## config.mk

```make
export PLATFORM = sky130hd
export DESIGN_NAME = blink_monitor
export DESIGN_NICKNAME = d
export VERILOG_FILES = /design/src/rtl/blink_pkg.sv /design/src/rtl/blink_run_timer.sv /design/src/rtl/blink_monitor.sv
export SDC_FILE = /design/constraint.sdc
export NUM_CORES = 1
export LEC_CHECK = 0
export CAP_MARGIN = 20
export CORE_UTILIZATION = 45
export DETAILED_ROUTE_END_ITERATION = 8
export PLACE_DENSITY = 0.76
export SLEW_MARGIN = 20
export SYNTH_ARGS = -nofsm -noshare
export SYNTH_HDL_FRONTEND = slang
export SYNTH_SLANG_ARGS = --single-unit
```

## constraint.sdc

```tcl
create_clock -name clk -period 1.8 [get_ports clk]
set_input_delay 0.36 -clock clk [delete_from_list [all_inputs] [get_ports clk]]
set_output_delay 0.36 -clock clk [all_outputs]
set_load 0.02 [all_outputs]
```

## src/rtl/blink_pkg.sv

```systemverilog
// Shared definitions for the blink line monitor: state encoding and blinker-matched defaults.
package blink_pkg;

    typedef enum logic [1:0] {
        IDLE    = 2'd0,
        MEASURE = 2'd1,
        LOCKED  = 2'd2
    } state_t;

    // Must track the LED blinker's default TOGGLE_EVERY.
    localparam int unsigned DEFAULT_EXPECTED_HALF = 3;

endpackage

```

## src/rtl/blink_run_timer.sv

```systemverilog
// Edge detector and saturating run-length counter for the monitored blink line.
module blink_run_timer #(
    parameter int unsigned COUNTER_WIDTH = 4
) (
    input  logic                     clk,
    input  logic                     rst,
    input  logic                     blink_in,
    output logic                     edge_c,
    output logic [COUNTER_WIDTH-1:0] cnt
);

    logic blink_q;

    assign edge_c = (blink_in != blink_q);

    // Counter restarts at 1 on an edge so it equals the run length at the next edge.
    always_ff @(posedge clk) begin
        if (rst) begin
            blink_q <= 1'b0;
            cnt     <= '0;
        end else begin
            blink_q <= blink_in;
            if (edge_c) begin
                cnt <= COUNTER_WIDTH'(1);
            end else if (cnt != '1) begin
                cnt <= cnt + COUNTER_WIDTH'(1);
            end
        end
    end

endmodule

```

## src/rtl/blink_monitor.sv

```systemverilog
// Blink line monitor: measures run lengths, checks them against the expected
// half period, declares lock after consecutive good runs and flags a stuck line.
module blink_monitor
    import blink_pkg::*;
#(
    parameter int unsigned COUNTER_WIDTH  = 4,
    parameter int unsigned EXPECTED_HALF  = DEFAULT_EXPECTED_HALF,
    parameter int unsigned TOLERANCE      = 0,
    parameter int unsigned LOCK_COUNT     = 4,
    parameter int unsigned TIMEOUT_CYCLES = 8
) (
    input  logic                     clk,
    input  logic                     rst,
    input  logic                     blink_in,
    output logic                     locked,
    output logic [COUNTER_WIDTH-1:0] half_period,
    output logic                     period_valid,
    output logic                     mismatch,
    output logic                     stuck
);

    localparam int unsigned CW1 = COUNTER_WIDTH + 1;
    localparam int unsigned MW  = $clog2(LOCK_COUNT + 1);
    localparam int unsigned MW1 = MW + 1;

    logic                     edge_c;
    logic [COUNTER_WIDTH-1:0] cnt;

    blink_run_timer #(
        .COUNTER_WIDTH(COUNTER_WIDTH)
    ) u_run_timer (
        .clk     (clk),
        .rst     (rst),
        .blink_in(blink_in),
        .edge_c  (edge_c),
        .cnt     (cnt)
    );

    state_t                   state_q, state_d;
    logic [MW-1:0]            match_cnt_q, match_cnt_d;
    logic [COUNTER_WIDTH-1:0] half_d;
    logic                     pv_d, mm_d, st_d;

    // Absolute deviation one bit wider than the counter so it never wraps.
    logic [CW1-1:0] cnt_x, exp_x, diff_c;
    logic           match_c, timeout_c, lock_hit_c;

    assign cnt_x      = {1'b0, cnt};
    assign exp_x      = CW1'(EXPECTED_HALF);
    assign diff_c     = (cnt_x >= exp_x) ? (cnt_x - exp_x) : (exp_x - cnt_x);
    assign match_c    = (diff_c <= CW1'(TOLERANCE));
    assign timeout_c  = (cnt == COUNTER_WIDTH'(TIMEOUT_CYCLES));
    assign lock_hit_c = (({1'b0, match_cnt_q} + MW1'(1)) == MW1'(LOCK_COUNT));

    // Next state and next output values; an edge always takes priority over timeout.
    always_comb begin
        state_d     = state_q;
        match_cnt_d = match_cnt_q;
        half_d      = half_period;
        pv_d        = 1'b0;
        mm_d        = 1'b0;
        st_d        = 1'b0;
        case (state_q)
            IDLE: begin
                if (edge_c) begin
                    state_d     = MEASURE;
                    match_cnt_d = '0;
                end
            end
            MEASURE: begin
                if (edge_c) begin
                    half_d = cnt;
                    pv_d   = 1'b1;
                    if (match_c) begin
                        match_cnt_d = match_cnt_q + MW'(1);
                        if (lock_hit_c) begin
                            state_d = LOCKED;
                        end
                    end else begin
                        mm_d        = 1'b1;
                        match_cnt_d = '0;
                    end
                end else if (timeout_c) begin
                    st_d        = 1'b1;
                    state_d     = IDLE;
                    match_cnt_d = '0;
                end
            end
            LOCKED: begin
                if (edge_c) begin
                    half_d = cnt;
                    pv_d   = 1'b1;
                    if (!match_c) begin
                        mm_d        = 1'b1;
                        state_d     = MEASURE;
                        match_cnt_d = '0;
                    end
                end else if (timeout_c) begin
                    st_d        = 1'b1;
                    state_d     = IDLE;
                    match_cnt_d = '0;
                end
            end
            default: begin
                state_d     = IDLE;
                match_cnt_d = '0;
            end
        endcase
    end

    always_ff @(posedge clk) begin
        if (rst) begin
            state_q      <= IDLE;
            match_cnt_q  <= '0;
            half_period  <= '0;
            period_valid <= 1'b0;
            mismatch     <= 1'b0;
            stuck        <= 1'b0;
            locked       <= 1'b0;
        end else begin
            state_q      <= state_d;
            match_cnt_q  <= match_cnt_d;
            half_period  <= half_d;
            period_valid <= pv_d;
            mismatch     <= mm_d;
            stuck        <= st_d;
            locked       <= (state_d == LOCKED);
        end
    end

endmodule

```

==> reports/metrics.yaml <==
finClkSkew_ps: 6.58
clockBufferDepth: 2
die_h_um: 51.0
areaGrowthSynthToFinish_pct: 30.5
ir_drop_mv: 0.316
p_per_area_nw_per_um2: 604
tightest_slew_ps: 341
synth.top_cells.by_area: "dfxtp_1, ha_1, nand2_1"
maxCapViolations: 0
ant_nets: 0
die_area_um2: 2610
yosys_warnings: 0
cp_cell_sequence: "inv_2, ha_2, or3_4, a31oi_4, nand4b_1, a31oi_1"
hold_path_class: "reg -> reg"
fmax_mhz: 565
finalPower_w: 0.000854
rows: 17
seq_area_frac_synth_pct: 33.3
dr.pass1.iters: 4
via_per_inst: 5.48
io_pins: 11
critPathSlowestCell: "or3_4"
cp.arrival_ps: 1990
drt_iter0_drc: 21
dp_cells: 166
grt_max_degree: 11
antenna_found_initial: 0
core_region_area_um2: 2230
die_w_um: 51.0
cts_hold_buffers: 0
outcome: "finished, final reports clean"
cp_max_fo: 6
numPortBuffers: 10
drc: 0
synth_seq_cells: 18
crit_path_end_kind: "flip-flop"
post-dp-hpwl_mm: 1.70
n_antenna_cell: 0
clk_latency_ps: 290
slew_viol_final: 0
required_ps: 2020
syn_inst: 116
vias: 937
clk_pin_slew_worst_paths_ps: 100
cts.sinks: 18
grtUsageTotal_pct: 19.1
syn_area_um2: 1080
drt-total-wl_mm: 2.26
yosysTopAreaCell: "dfxtp_1"
synth-edff-count: 0
grt-ovfl-total: 0
htree_num_levels: 1
cts_made_buffers: 3
grt_first_pass_wirelength_mm: 3.79
nets: 158
slew_headroom_pct: 76.9
leakagePower_nw: 0.554
cts_root_buf: "clkbuf_4"
async_flop_share_pct: 0
finalNonFillerCells: 171
syn-num-nets: 130
setup_viol: 0
cpPeakStageDelay_ps: 380
post-synth-top-area-fraction_pct: 33.3
period_needed_ps: 1770
ys_types: 36
finalHoldViolCount: 0
path_class: "reg -> reg"
startpoint_type: "flip-flop"
start_util_pct: 48.5
gp_congestion: 0.898
grt_pass1_vias: 837
ys.flop_type: "dfxtp_1"
tritoncts: "built"
synth_area_per_cell_um2: 9.33
routedWlPerCell_um: 13.2
min_period_over_period_pct: 98.3
drive_above_1_share_pct: 28.0
-- power breakdown --
group	switching [W]	internal, W	leakage [nW]
clock	0.000125	0.000123	0.0210
combinational	0.0000993	0.0000863	0.386
sequential	0.00000903	0.000410	0.148
-- worst max-delay path, delay by kind of cell (launching register included) --
kind | cells | cell delay, ps
AND/OR/NAND/NOR | 2 | 540
flip-flops | 1 | 340
adder cells (fa/ha/maj) | 1 | 270
AO/OA/AOI/OAI | 2 | 490
buffers and inverters | 1 | 70
-- path summary, 6_finish.rpt --
path	from	endpoint	slack, ps	cells after the start
hold / removal	half_period[2]	half_period[2]	460	2
setup reg to reg	u_run_timer.cnt[2]	match_cnt_q[2]	30	6
setup / recovery	u_run_timer.cnt[2]	match_cnt_q[2]	30	6
hold reg to reg	half_period[2]	half_period[2]	460	2
-- final cells by class --
| cell class | count | area [um^2] |
|---|---|---|
| fillers | 180 | 821 |
| multi-input cells | 85 | 703 |
| flip-flops and latches | 18 | 364 |
| repair buffers | 27 | 240 |
| clock buffers | 4 | 36.3 |
| well taps | 28 | 35.0 |
| inverters | 9 | 33.8 |
-- cell usage in the layout (no fill, tap or decap), types with 2 or more instances in the layout --
| cell type | instances |
|---|---|
| a21oi_1 | 8 |
| buf_4 | 16 |
| clkdlybuf4s50_1 | 10 |
| nand4_1 | 2 |
| dfxtp_1 | 15 |
| nor2_1 | 6 |
| o22ai_1 | 4 |
| clkbuf_4 | 3 |
| nand2_1 | 11 |
| inv_2 | 2 |
| nor3_1 | 4 |
| inv_1 | 7 |
| a21o_1 | 2 |
| dfxtp_2 | 3 |
| xnor2_1 | 4 |
| ha_1 | 9 |
| nor2b_1 | 4 |
| mux2i_1 | 2 |
| a31oi_1 | 2 |
| nand3_1 | 5 |
-- per-layer routing --
| layer | vias up | wire, um | share of wire, % | GRT usage, % |
|---|---|---|---|---|
| li1 | 465 | - | - | - |
| met1 | 452 | 1010 | 45 | 25.0 |
| met2 | 15 | 1150 | 51 | 32.5 |
| met3 | 5 | 56 | 2.5 | 1.79 |
| met4 | 0 | 46 | 2.0 | 6.94 |
| met5 | - | 0 | 0 | 0 |
-- cells by family (layout without fill, tap and decap cells) --
| logic type | count (synthesis) | after routing | synth area share, % |
|---|---|---|---|
| and+or+nand+nor | 40 | 40 | 19.9 |
| AOI/OAI and AO/OA | 27 | 27 | 21.6 |
| DFF | 18 | 18 | 33.3 |
| buffers and inverters | 13 | 40 | 5.90 |
| adders and majority gates | 11 | 11 | 12.7 |
| xor gates and xnor gates | 5 | 5 | 4.74 |
| muxes | 2 | 2 | 1.85 |
-- state kept, by name, indices dropped and copies added, names as in the netlist, 2 cells and up --
| name | cells |
|---|---|
| half_period | 4 |
| u_run_timer.cnt | 4 |
| match_cnt_q | 3 |
| state_q | 2 |
-- per-stage QoR --
step | area, um^2 | TNS, ps | hold slack, ps | setup WS (ps) | utilization, %
after floorplan | 1080 | 0 | 432 | 22.0 | -
after global placement | 1310 | -177 | 443 | -80.0 | 58.5
after detailed placement | 1310 | -393 | 450 | -108 | 58.5
after CTS | 1350 | -6.66 | 465 | -6.66 | 60.5
after global routing | 1410 | -57.8 | 502 | -57.2 | 63.2
final | 1410 | 0 | 460 | 30.1 | 63.2
-- repair_timing --
action / 4_1_cts / 5_1_grt
resized for setup: 1 / 11
pin swaps: 0 / 2
setup endpoints to repair: 2 / 5
buffers inserted: 0 / 1
-- synth_stat cells (2+ instances only) --
master / instances
a21oi_1: 8
inv_1: 9
dfxtp_1: 18
a31oi_1: 2
nand3_1: 6
nor2b_1: 4
xnor2_1: 4
clkbuf_1: 2
nand4_1: 2
ha_1: 11
nor3_1: 4
nand2_1: 11
buf_6: 2
mux2i_1: 2
nor2_1: 6
o22ai_1: 4
a21o_1: 2
Power figures use the tool's default switching activity.
